**config.mk**
```make
export PLATFORM = sky130hd
export DESIGN_NAME = mem_access_unit
export DESIGN_NICKNAME = d
export VERILOG_FILES = /design/src/rtl/mem_access_unit.sv
export SDC_FILE = /design/constraint.sdc
export NUM_CORES = 1
export LEC_CHECK = 0
export ABC_CLOCK_PERIOD_IN_PS = 3300
export CORE_AREA = 2 2 120 122
export DETAILED_ROUTE_END_ITERATION = 10
export DIE_AREA = 0 0 122 124
export DONT_BUFFER_PORTS = 1
export GPL_TIMING_DRIVEN = 0
export PLACE_DENSITY = 0.8
export SLEW_MARGIN = 15
export SYNTH_ARGS = -nofsm -noshare
export SYNTH_HDL_FRONTEND = slang
export SYNTH_SLANG_ARGS = --single-unit
```
**constraint.sdc**
```tcl
create_clock -name clk -period 3.3 [get_ports clk]
set_input_delay 0.33 -clock clk [delete_from_list [all_inputs] [get_ports clk]]
set_output_delay 0.33 -clock clk [all_outputs]
set_load 0.03 [all_outputs]
```
**src/rtl/mem_access_unit.sv**
```systemverilog
// Load/store access sequencer between the execute stage, the MMU and a req/ack memory bus.
// Optional bus watchdog is compiled in with `define MEM_ACCESS_TIMEOUT_EN.
module mem_access_unit #(
  parameter int TIMEOUT_CYCLES = 255
) (
  input  logic        clk,
  input  logic        res,
  input  logic        req_valid,
  output logic        req_ready,
  input  logic        req_write,
  input  logic [1:0]  req_size,
  input  logic        req_signed,
  input  logic [31:0] req_addr,
  input  logic [31:0] req_wdata,
  output logic [31:0] vAddr,
  input  logic [31:0] pAddr,
  input  logic        tlbMiss,
  input  logic        tlbInvalid,
  input  logic        tlbModified,
  output logic        bus_req,
  output logic        bus_we,
  output logic [31:0] bus_addr,
  output logic [3:0]  bus_be,
  output logic [31:0] bus_wdata,
  input  logic        bus_ack,
  input  logic [31:0] bus_rdata,
  output logic        resp_valid,
  output logic [31:0] resp_rdata,
  output logic [2:0]  resp_exc,
  output logic [31:0] resp_badVAddr
);

  typedef enum logic [1:0] {IDLE, XLATE, BUS, RESP} state_t;

  localparam logic [2:0] EXC_NONE     = 3'd0;
  localparam logic [2:0] EXC_TLB_MISS = 3'd1;
  localparam logic [2:0] EXC_TLB_INV  = 3'd2;
  localparam logic [2:0] EXC_TLB_MOD  = 3'd3;
  localparam logic [2:0] EXC_ADDR     = 3'd4;
  localparam logic [2:0] EXC_TIMEOUT  = 3'd5;

  state_t      state_q;
  logic        write_q;
  logic        signed_q;
  logic [1:0]  size_q;
  logic [31:0] wdata_q;

  logic        req_ready_q;
  logic [31:0] vaddr_q;
  logic        bus_req_q;
  logic        bus_we_q;
  logic [31:0] bus_addr_q;
  logic [3:0]  bus_be_q;
  logic [31:0] bus_wdata_q;
  logic        resp_valid_q;
  logic [31:0] resp_rdata_q;
  logic [2:0]  resp_exc_q;
  logic [31:0] resp_badvaddr_q;

  logic [2:0]  exc_d;
  logic        misalign_d;
  logic        tmo_hit;

  function automatic logic [3:0] lane_enables(input logic [1:0] size, input logic [1:0] off);
    case (size)
      2'd0:    lane_enables = 4'b0001 << off;
      2'd1:    lane_enables = 4'b0011 << off;
      default: lane_enables = 4'b1111;
    endcase
  endfunction

  function automatic logic [31:0] lane_replicate(input logic [1:0] size, input logic [31:0] wd);
    case (size)
      2'd0:    lane_replicate = {4{wd[7:0]}};
      2'd1:    lane_replicate = {2{wd[15:0]}};
      default: lane_replicate = wd;
    endcase
  endfunction

  function automatic logic [31:0] load_extend(input logic [1:0] size, input logic sgn,
                                              input logic [1:0] off, input logic [31:0] rd);
    logic [31:0] sh;
    sh = rd >> {off, 3'b000};
    case (size)
      2'd0:    load_extend = {{24{sgn & sh[7]}}, sh[7:0]};
      2'd1:    load_extend = {{16{sgn & sh[15]}}, sh[15:0]};
      default: load_extend = sh;
    endcase
  endfunction

  // Fault priority: alignment first, then the MMU flags; a dirty-page fault only matters for stores.
  assign misalign_d = ((size_q == 2'd1) && vaddr_q[0]) ||
                      (size_q[1] && (vaddr_q[1:0] != 2'b00));

  always_comb begin
    exc_d = EXC_NONE;
    if (misalign_d)                 exc_d = EXC_ADDR;
    else if (tlbMiss)               exc_d = EXC_TLB_MISS;
    else if (tlbInvalid)            exc_d = EXC_TLB_INV;
    else if (tlbModified && write_q) exc_d = EXC_TLB_MOD;
  end

`ifdef MEM_ACCESS_TIMEOUT_EN
  localparam int CNT_W = ($clog2(TIMEOUT_CYCLES + 1) > 8) ? $clog2(TIMEOUT_CYCLES + 1) : 8;
  logic [CNT_W-1:0] tmo_cnt_q;

  // Counter holds at zero outside BUS, so it is already clear on entry.
  always_ff @(posedge clk) begin
    if (res || (state_q != BUS)) tmo_cnt_q <= '0;
    else                         tmo_cnt_q <= tmo_cnt_q + 1'b1;
  end

  assign tmo_hit = (tmo_cnt_q == CNT_W'(TIMEOUT_CYCLES - 1));
`else
  assign tmo_hit = 1'b0;
`endif

  always_ff @(posedge clk) begin
    if (res) begin
      state_q         <= IDLE;
      req_ready_q     <= 1'b1;
      vaddr_q         <= '0;
      bus_req_q       <= 1'b0;
      bus_we_q        <= 1'b0;
      bus_addr_q      <= '0;
      bus_be_q        <= '0;
      bus_wdata_q     <= '0;
      resp_valid_q    <= 1'b0;
      resp_rdata_q    <= '0;
      resp_exc_q      <= EXC_NONE;
      resp_badvaddr_q <= '0;
    end else begin
      case (state_q)
        IDLE: begin
          if (req_valid) begin
            write_q     <= req_write;
            size_q      <= req_size;
            signed_q    <= req_signed;
            wdata_q     <= req_wdata;
            vaddr_q     <= req_addr;
            req_ready_q <= 1'b0;
            state_q     <= XLATE;
          end
        end
        XLATE: begin
          if (exc_d != EXC_NONE) begin
            resp_valid_q    <= 1'b1;
            resp_exc_q      <= exc_d;
            resp_badvaddr_q <= vaddr_q;
            resp_rdata_q    <= '0;
            state_q         <= RESP;
          end else begin
            bus_req_q   <= 1'b1;
            bus_we_q    <= write_q;
            bus_addr_q  <= pAddr & 32'hFFFF_FFFC;
            bus_be_q    <= lane_enables(size_q, vaddr_q[1:0]);
            bus_wdata_q <= lane_replicate(size_q, wdata_q);
            state_q     <= BUS;
          end
        end
        BUS: begin
          if (bus_ack || tmo_hit) begin
            bus_req_q    <= 1'b0;
            bus_we_q     <= 1'b0;
            bus_addr_q   <= '0;
            bus_be_q     <= '0;
            bus_wdata_q  <= '0;
            resp_valid_q <= 1'b1;
            state_q      <= RESP;
            if (bus_ack) begin
              resp_rdata_q    <= write_q ? 32'd0 : load_extend(size_q, signed_q, vaddr_q[1:0], bus_rdata);
              resp_exc_q      <= EXC_NONE;
              resp_badvaddr_q <= '0;
            end else begin
              resp_rdata_q    <= '0;
              resp_exc_q      <= EXC_TIMEOUT;
              resp_badvaddr_q <= vaddr_q;
            end
          end
        end
        RESP: begin
          resp_valid_q    <= 1'b0;
          resp_rdata_q    <= '0;
          resp_exc_q      <= EXC_NONE;
          resp_badvaddr_q <= '0;
          req_ready_q     <= 1'b1;
          state_q         <= IDLE;
        end
        default: state_q <= IDLE;
      endcase
    end
  end

  assign req_ready     = req_ready_q;
  assign vAddr         = vaddr_q;
  assign bus_req       = bus_req_q;
  assign bus_we        = bus_we_q;
  assign bus_addr      = bus_addr_q;
  assign bus_be        = bus_be_q;
  assign bus_wdata     = bus_wdata_q;
  assign resp_valid    = resp_valid_q;
  assign resp_rdata    = resp_rdata_q;
  assign resp_exc      = resp_exc_q;
  assign resp_badVAddr = resp_badvaddr_q;

endmodule

```
==> out/qor.yml <==
route:
  drtIter0Drc: 495
  drt-wirelength-per-cell_um: 23.8
  drtPass1Iterations: 5
  ant_nets: 0
  route.vias.total: 7036
  routed_wl_mm: 26.5
  vias_per_cell: 6.33
  drc: 0
synthesis:
  synthDominantCellAreaShare: 0.417
  yosys.area.top_type: "dfxtp_1"
  ys_async_sr_fraction: 0
  ys_top_cells_by_area: "dfxtp_1 (42%), edfxtp_1 (13%), nand2_1 (6.2%)"
  ys_seq_area_frac: 0.549
  synth_edf_count: 36
  synth_seq_cells: 207
  postSynthCellCount: 789
  syn_area_per_cell_um2: 10.4
  synth_ff_type: "dfxtp_1"
  synth_warnings: 0
  ys_types: 56
  synth_area_um2: 8200
sta:
  min_period_ns: 2.43
  slew_headroom: 0.502
  clock_skew_ns: 0.0220
  max_freq_ghz: 0.411
  min_period_over_period: 0.737
  drv_slew: 0
  timing.final.ws_setup_ns: 0.867
  rsz0062_at_grt: "no"
  hold_viol: 0
  worstMarginPinSlew_ns: 0.747
  setup_violations: 0
clock_network:
  cts.sinks: 207
  numCtsBuffers: 21
  cts_tree: "done"
  htree_levels: 1
  clk_path_buf_depth: 3
  clk_root_buffer_cell: "clkbuf_16"
  worstSkewPairLatency_ns: 0.50
  path_clk_slew_ns: 0.06
  cts_resized: 0
setup_path:
  worst_path_largest_cell_delay_ns: 0.60
  cp.required_ns: 3.50
  arrival_ns: 2.64
  path_class: "reg2reg"
  reg2regPathDepth: 6
  r2r-end: "wdata_q[30]"
  critPathMaxFanout: 19
  worstPathCellList: "inv_1 > ha_1 > nand2_1 > clkbuf_1 > nor2_4 > buf_16"
  crit_path_end_kind: "flip-flop"
  cp_slowest_cell: "nor2_4"
  r2r_slack_ns: 0.87
  start_kind: "flip-flop"
  reg2reg_from: "state_q[0]"
floorplanning:
  num_rows: 43
  dieWidth_um: 122
  die_h_um: 124
  ios: 310
  dieArea_um2: 15100
  core_um2: 13700
  initial_utilization: 0.598
run:
  max_cap_violations: 0
global_route:
  grt.busiest_layer: "met2"
  grt_usage: 0.336
  grt_pass1_vias: 7282
  grt_pass1_wl_mm: 39.5
  met1_usage: 0.375
  grt_max_degree: 20
  grt_use_met2: 0.598
  antenna_found_initial: 1
  grt_overflow: 0
  grtUsageMet3: 0.0916
hold_path:
  min_path_type: "in2reg"
  min_from: "bus_rdata[30]"
  min_path_cells: 2
  worstHoldEndpoint: "resp_rdata[30]"
cells_and_area:
  area_growth_pct: 24.1
  finish.net_count: 1062
  fin_area_um2: 10200
  drive_above_1_share: 0.119
  num-fill-cells: 877
  final_util: 0.742
place:
  portBuffers: 0
  placed_area_um2: 8470
  dp_hpwl_mm: 16.9
  gp_congestion: 0.847
  place_ws_ns: 0.938
status:
  status: "finished, final reports clean"
power:
  ir_worst_vdd_uv: 549
  seqPwrFrac: 0.455
  powerDensity_nw_per_um2: 744
  sw_frac_of_total: 0.366
  pwr-share-clk: 0.307
  comb_power_share: 0.237
  p_leak_nw: 3.75
  p_total_mw: 7.57
  power.switching_mw: 2.77
  p_int_mw: 4.80
==> flip-flops by register name, indices dropped and copies added, names as in the netlist, 2 cells and up <==
signal         flops
bus_wdata         32
resp_badVAddr     32
resp_rdata        32
vAddr             32
wdata_q           32
bus_addr          30
bus_be             4
resp_exc           3
size_q             2
state_q            2
==> layout make-up <==
type / count / area, um^2 / area share
flip-flops and latches: 207 / 4500 / 0.443
multi-input cells: 510 / 3330 / 0.327
repair buffers: 106 / 1080 / 0.106
clock buffers: 24 / 547 / 0.0537
plain buffers: 69 / 363 / 0.0357
well taps: 180 / 225 / 0.0221
clock inverters: 11 / 110 / 0.0108
inverters: 4 / 15.0 / 0.00148
diodes: 1 / 2.50 / 0.000246
==> cell usage in the layout, fill, tap and decap left out, types with 21 or more instances in the layout <==
master,count
buf_2,26
dfxtp_1,171
dlygate4sd3_1,105
o2bb2ai_1,26
a21oi_1,89
mux2i_1,35
nand3_1,33
nand2_1,135
a22o_1,51
clkbuf_16,21
clkbuf_1,29
edfxtp_1,36
==> routing by layer <==
metal  wire (um)  share of wire  vias to the layer above
li1            -              -                     3097
met1        9410           0.36                     3351
met2       13200           0.50                      480
met3        2650           0.10                      108
met4        1250          0.047                        0
met5           0              0                        -
==> how the worst max path moves through the flow <==
| stage | depth (start not counted) | endpoint | from | slack [ns] |
|---|---|---|---|---|
| final | 6 | wdata_q[30] | state_q[0] | 0.87 |
| after global routing | 6 | signed_q | state_q[0] | 0.74 |
| after CTS | 6 | wdata_q[8] | state_q[0] | 0.93 |
| after detailed placement | 6 | size_q[0] | state_q[0] | 0.94 |
| after global placement | 5 | wdata_q[22] | state_q[0] | -0.48 |
| after floorplan | 5 | signed_q | state_q[0] | 0.37 |
==> cell usage after synthesis (2+ instances only) <==
cell,number
nand4b_1,2
a22o_1,51
mux2i_1,35
buf_4,9
nand2b_1,5
nor2b_1,16
nand3b_1,7
ha_1,4
o2bb2ai_1,26
nand3_1,33
nand2_1,135
dfxtp_1,171
nor3_1,2
mux2_2,17
o31ai_1,7
o221ai_1,2
a211oi_1,7
and2_1,2
inv_1,4
buf_2,26
nor2_1,13
a21oi_1,89
o2bb2ai_2,7
o32ai_1,2
buf_1,2
or2_2,2
buf_6,5
clkbuf_1,27
edfxtp_1,36
o21ai_0,11
o2111ai_1,9
==> stage by stage <==
stage | hold slack (ns) | TNS [ns] | instances
after floorplan | 0.429 | 0 | 790
after global placement | 0.429 | -17.06 | 970
after detailed placement | 0.429 | 0 | 971
after CTS | 0.0161 | 0 | 1111
after global routing | 0.0218 | 0 | 1112
final | 0.0216 | 0 | 1112
==> worst max-delay path: cells and delay by family, from the launching register on <==
family	cells	cell delay, ns
buf+inv	3	0.74
simple gates	2	0.81
fa+ha+maj	1	0.23
flops	1	0.35
==> timing repair <==
action	4_1_cts	5_1_grt
buffers inserted	0	0
hold buffers	105	0
endpoints found under the hold margin	105	0
==> logic make-up after synthesis <==
kind of cell | after synthesis | synth area share
and+or+nand+nor | 227 | 0.130
AOI/OAI and AO/OA | 224 | 0.199
DFF | 207 | 0.549
buffers and inverters | 73 | 0.0461
muxes | 53 | 0.0688
adders and majority gates | 4 | 0.00610
other | 1 | 0.000457
==> power by group through the flow <==
stage / Combinational (mW) / Sequential (mW) / Clock (mW)
after floorplan: 1.22 / 3.41 / 0
after global placement: 1.54 / 3.48 / 0
after detailed placement: 1.62 / 3.49 / 0
after CTS: 1.73 / 3.43 / 2.31
after global routing: 1.94 / 3.47 / 2.44
final: 1.80 / 3.45 / 2.33
Power figures use the tool's default switching activity.
